## config.mk

```make
export PLATFORM = sky130hd
export DESIGN_NAME = alu_arbiter
export DESIGN_NICKNAME = d
export VERILOG_FILES = /design/src/rtl/alu_arbiter_pkg.sv /design/src/rtl/alu_arbiter_alu.sv /design/src/rtl/alu_arbiter.sv
export SDC_FILE = /design/constraint.sdc
export NUM_CORES = 1
export LEC_CHECK = 0
export BUFFER_PORTS_ARGS = -buffer_cell sky130_fd_sc_hd__buf_2
export CAP_MARGIN = 30
export CELL_PAD_IN_SITES_DETAIL_PLACEMENT = 1
export CELL_PAD_IN_SITES_GLOBAL_PLACEMENT = 1
export CORE_UTILIZATION = 43
export CTS_CLUSTER_SIZE = 8
export DETAILED_ROUTE_END_ITERATION = 8
export PLACE_DENSITY_LB_ADDON = 0.1
export SETUP_SLACK_MARGIN = 0.2
export SLEW_MARGIN = 25
export SYNTH_ARGS = -nofsm -noshare
export SYNTH_HDL_FRONTEND = slang
export SYNTH_SLANG_ARGS = --single-unit
export TNS_END_PERCENT = 20
```

## constraint.sdc

```tcl
create_clock -name i_Clock -period 7.2 [get_ports i_Clock]
set_input_delay 1.08 -clock i_Clock [delete_from_list [all_inputs] [get_ports i_Clock]]
set_output_delay 1.08 -clock i_Clock [all_outputs]
set_load 0.005 [all_outputs]
```

## src/rtl/alu_arbiter_pkg.sv

```systemverilog
// Shared types for the two-requester ALU arbiter: the ALU operation code
// and the arbiter FSM state encoding. Imported by Alu and alu_arbiter.
package types;

  // ALU operation codes presented by each requester.
  typedef enum logic [2:0] {
    ALU_ADD   = 3'd0,
    ALU_SUB   = 3'd1,
    ALU_AND   = 3'd2,
    ALU_OR    = 3'd3,
    ALU_XOR   = 3'd4,
    ALU_SLL   = 3'd5,
    ALU_SRL   = 3'd6,
    ALU_PASSA = 3'd7
  } AluOp;

  // Output register occupancy: IDLE means empty, FULL means a result is held.
  typedef enum logic {
    ST_IDLE = 1'b0,
    ST_FULL = 1'b1
  } arb_state_t;

endpackage

```

## src/rtl/alu_arbiter_alu.sv

```systemverilog
// Alu: purely combinational WIDTH-bit ALU shared by both requesters.
// Shifts use the low log2(WIDTH) bits of i_B as the shift amount.
module Alu
  import types::*;
#(
  parameter int WIDTH = 32
) (
  input  AluOp             i_Op,
  input  logic [WIDTH-1:0] i_A,
  input  logic [WIDTH-1:0] i_B,
  output logic [WIDTH-1:0] o_Y
);

  localparam int SHW = $clog2(WIDTH);

  logic [SHW-1:0] w_shamt;

  assign w_shamt = i_B[SHW-1:0];

  // Evaluate the selected operation.
  always_comb begin
    // NOTE: every signal written in always_comb gets a default first, so no path leaves it unassigned and infers a latch.
    o_Y = '0;
    case (i_Op)
      ALU_ADD:   o_Y = i_A + i_B;
      ALU_SUB:   o_Y = i_A - i_B;
      ALU_AND:   o_Y = i_A & i_B;
      ALU_OR:    o_Y = i_A | i_B;
      ALU_XOR:   o_Y = i_A ^ i_B;
      ALU_SLL:   o_Y = i_A << w_shamt;
      ALU_SRL:   o_Y = i_A >> w_shamt;
      ALU_PASSA: o_Y = i_A;
      default:   o_Y = '0;
    endcase
  end

endmodule

```

## src/rtl/alu_arbiter.sv

```systemverilog
// alu_arbiter: two requesters share one combinational ALU; the result is
// captured in a one-entry output register with a valid/ready handshake.
// Grant-to-valid latency is one cycle; throughput one op per cycle.
// Build option ALU_ARBITER_FIXED_PRIO_EN: requester 0 always wins and the
// round-robin pointer is removed. Default build is round-robin.
module alu_arbiter
  import types::*;
#(
  parameter int DATA_WIDTH = 32
) (
  input  logic                  i_Clock,
  input  logic                  i_Reset,
  input  logic                  i_Req0,
  input  logic                  i_Req1,
  input  AluOp                  i_Op0,
  input  AluOp                  i_Op1,
  input  logic [DATA_WIDTH-1:0] i_DataA0,
  input  logic [DATA_WIDTH-1:0] i_DataB0,
  input  logic [DATA_WIDTH-1:0] i_DataA1,
  input  logic [DATA_WIDTH-1:0] i_DataB1,
  output logic                  o_Grant0,
  output logic                  o_Grant1,
  output logic                  o_ResultValid,
  output logic [DATA_WIDTH-1:0] o_Result,
  output logic                  o_ResultId,
  input  logic                  i_ResultReady
);

  arb_state_t            r_state;
  arb_state_t            w_next_state;
  logic                  w_sel;
  logic                  w_grant;
  AluOp                  w_op;
  logic [DATA_WIDTH-1:0] w_a;
  logic [DATA_WIDTH-1:0] w_b;
  logic [DATA_WIDTH-1:0] w_alu_y;
  logic [DATA_WIDTH-1:0] r_result;
  logic                  r_result_id;

`ifndef ALU_ARBITER_FIXED_PRIO_EN
  logic                  r_ptr;
`endif

  // Pick the requester that would be granted this cycle.
  always_comb begin
    w_sel = 1'b0;
`ifdef ALU_ARBITER_FIXED_PRIO_EN
    w_sel = ~i_Req0;
`else
    if (i_Req0 && i_Req1) begin
      w_sel = r_ptr;
    end else begin
      w_sel = i_Req1;
    end
`endif
  end

  // Grant decision and next state; a grant needs a free or draining output
  // register, and reset suppresses it combinationally.
  always_comb begin
    w_next_state = r_state;
    w_grant      = 1'b0;
    if (i_Reset && (i_Req0 || i_Req1) &&
        ((r_state == ST_IDLE) || i_ResultReady)) begin
      w_grant = 1'b1;
    end
    case (r_state)
      ST_IDLE: if (w_grant) w_next_state = ST_FULL;
      ST_FULL: if (i_ResultReady && !w_grant) w_next_state = ST_IDLE;
      default: w_next_state = ST_IDLE;
    endcase
    o_Grant0 = w_grant & ~w_sel;
    o_Grant1 = w_grant &  w_sel;
  end

  // Steer the granted requester's operation and operands into the ALU.
  always_comb begin
    w_op = w_sel ? i_Op1    : i_Op0;
    w_a  = w_sel ? i_DataA1 : i_DataA0;
    w_b  = w_sel ? i_DataB1 : i_DataB0;
  end

  Alu #(
    .WIDTH (DATA_WIDTH)
  ) u_alu (
    .i_Op (w_op),
    .i_A  (w_a),
    .i_B  (w_b),
    .o_Y  (w_alu_y)
  );

  // FSM state register.
  always_ff @(posedge i_Clock or negedge i_Reset) begin
    // NOTE: sequential state uses non-blocking assignment so every flop samples pre-edge values.
    if (!i_Reset) begin
      r_state <= ST_IDLE;
    end else begin
      r_state <= w_next_state;
    end
  end

  // Output register: capture ALU result and owner on every grant.
  always_ff @(posedge i_Clock or negedge i_Reset) begin
    if (!i_Reset) begin
      r_result    <= '0;
      r_result_id <= 1'b0;
    end else if (w_grant) begin
      r_result    <= w_alu_y;
      r_result_id <= w_sel;
    end
  end

`ifndef ALU_ARBITER_FIXED_PRIO_EN
  // Round-robin pointer: prefer the other requester after every grant.
  always_ff @(posedge i_Clock or negedge i_Reset) begin
    if (!i_Reset) begin
      r_ptr <= 1'b0;
    end else if (w_grant) begin
      r_ptr <= ~w_sel;
    end
  end
`endif

  assign o_ResultValid = (r_state == ST_FULL);
  assign o_Result      = r_result;
  assign o_ResultId    = r_result_id;

endmodule

```

==> reports/metrics.yaml <==
endpoint_kind: "flop"
cp_cell_sequence: "buf_2 -> inv_1 -> o21ai_1 -> buf_4 -> and2_1 -> ha_1 -> inv_1 -> a2111oi_2 -> nand3_1 -> nor2_1 -> nand3_1 -> o21ai_0 -> xnor2_1 -> ha_1 -> and3_1 -> nand3_1 -> or3_1 -> o221ai_1 -> nor2_1 -> xor2_1 -> nor2_1 -> o22a_1"
io_buffers: 174
worstReg2RegEnd: "o_Result[30]"
synth_edf_count: 0
gp_congestion: 1.009
power_density_mw_per_mm2: 180.5
ant_nets: 0
irDropWorstVdd_uv: 83.17
routedWlPerCell_um: 27.93
setup_tns_ns: 0
fillers: 3354
yosysTopAreaCell: "mux2i_1"
fin_crit_ns: 6.199
syn_inst: 1578
antenna_found_initial: 1
min_period_over_period: 0.8609
critPathLaunchType: "input port"
synth_top_area_share: 0.1485
finClkSkew_ns: 0.005291
htree_num_levels: 2
vias: 13600
critPathSlowestCell: "a2111oi_2"
tritoncts: "built"
final_hold_viol_count: 0
cts.path.max_buffers: 2
dp_hpwl_um: 43810
die_h_um: 162.8
clkLatencyLatePin_ns: 0.29
dieArea_mm2: 0.02652
diodes: 0
cp.arrival_ns: 6.37
critPathMaxFanout: 20
cts_resized: 0
r2r_start: "r_ptr"
area_growth_pct: 11.74
pin_count: 175
wl_um: 56200
maxCapViolations: 0
worst_pin_slew_ns: 1.071
max_freq_mhz: 161.3
grt_usage: 0.4170
grt_max_degree: 86
netlist_area_mm2: 0.01112
routed_via_density: 6.760
worstSetupPathType: "input port to flop"
r2r_setup_slack_ns: 1.50
critical_path_required_ns: 7.37
rows: 58
most-common-layout-cells: "174 x nand2_1, 174 x buf_2, 161 x mux2i_1, 126 x a21oi_1, 116 x nor2_1"
power.leakage_nw: 5.579
rsz0062_at_grt: "no"
crit_path_start: "i_Req1"
synth-async-reset-ratio: 1.000
final_cells: 2012
cts.sinks: 35
fp.coreArea_mm2: 0.02525
avgSynthCellArea_um2: 7.049
grt_overflow: 0
cts_buffers: 5
relSlewSlack: 0.2766
setup_viol: 0
synth_warnings: 0
rr_worst_depth: 18
drc: 0
postCtsHoldBufs: 0
drive_above_1_share: 0.1647
placedCellCount: 2003
layout_setup_ws_ns: 1.001
initialDrtViolationCount: 1574
fp.dieW_um: 162.8
grt_pass1_wl_um: 82510
hp-class: "flop to flop"
first_global_vias: 13210
postCtsSetupRepairBufs: 0
synth_top_flop_cell: "dfrtp_1"
cts.clk_slew.worst_paths_ns: 0.06
nNetsFinal: 1919
start_util: 0.4404
status: "completed"
syn_nets: 1815
ys_types: 79
ys_ff_latch: 35
ys_seq_area_frac: 0.07874
synth_area_leaders: "mux2i_1 15%, ha_1 11%, dfrtp_1 7.9%"
drt_pre_antenna_iters: 6
drv_slew: 0
cts_root_buffer: "clkbuf_16"
cpPeakStageDelay_ns: 0.72
endpoint: "o_Result[24]"
post-place-ws_ns: 0.8395
-- kinds of logic after synthesis --
| family | synth area share |
|---|---|
| compound gates | 0.3175 |
| simple gates | 0.2037 |
| buf+inv | 0.07222 |
| mux | 0.1728 |
| fa+ha+maj | 0.1109 |
| xor+xnor | 0.04409 |
| flops | 0.07874 |
-- metal layers --
metal  vias to the layer above  global-route usage  wire length (um)
met5                         -                   0                13
met4                         2              0.1381              1879
met3                       114             0.09040              5978
met2                       731              0.6391             24110
met1                      6640              0.5740             24230
li1                       6114                   -                 -
-- critical path, delay by kind of cell --
kind            cells  cell delay [ns]
xor+xnor            2             0.28
simple gates        9             1.79
compound gates      5             1.61
buf+inv             4             0.89
fa+ha+maj           2             0.69
-- cells in the mapped netlist (15+ instances only) --
cell type	count
nor2_1	118
dfrtp_1	35
xnor2_1	41
nand3_1	36
a22oi_1	15
clkbuf_1	62
buf_1	18
nand2b_1	24
o211ai_1	28
o22ai_1	17
o221ai_1	16
a31oi_1	46
nand2_1	174
mux2_2	20
a211oi_1	37
nor3_1	29
buf_2	33
and3_1	17
nor2b_1	36
mux2i_1	165
inv_1	78
ha_1	97
a221oi_1	34
o21ai_0	71
a21oi_1	127
xor2_1	15
-- how the worst min path moves through the flow --
stage,cells after the start,end,from
after floorplan,2,o_Result[12],o_Result[12]
after global placement,1,o_ResultId,o_ResultId
after detailed placement,2,o_Result[12],o_Result[12]
after CTS,2,o_Result[12],o_Result[12]
after global routing,2,o_Result[12],o_Result[12]
final,2,o_Result[12],o_Result[12]
-- power breakdown --
group	internal, mW	total (mW)	switching, mW
Combinational	0.610	1.70	1.09
Clock	0.136	0.231	0.0950
Sequential	0.256	0.312	0.0559
Total	1.00	2.24	1.24
-- layout make-up --
type	instances	area, um2	area share
multi-input cells	1345	9505	0.7647
repair buffers	214	1187	0.09553
flip-flops and latches	35	875.8	0.07047
well taps	330	412.9	0.03322
inverters	81	304.0	0.02446
clock buffers	6	138.9	0.01117
clock inverters	1	5.005	0.0004027
-- metrics by stage --
stage | instance area [um2] | hold WS (ns) | total power [mW] | utilization
detailed placement | 12250 | 0.4816 | 1.953 | 0.4852
global placement | 12250 | 0.4575 | 1.918 | 0.4852
global route | 12430 | 0.5306 | 2.359 | 0.4922
floorplan | 11120 | 0.4733 | 1.346 | -
CTS | 12400 | 0.4990 | 2.186 | 0.4909
finish | 12430 | 0.4948 | 2.244 | 0.4922
-- state kept, by name, summed over array words and instances (netlist names) --
register	cells
o_ResultValid	1
r_ptr	1
o_Result	32
o_ResultId	1
Power figures use the tool's default switching activity.
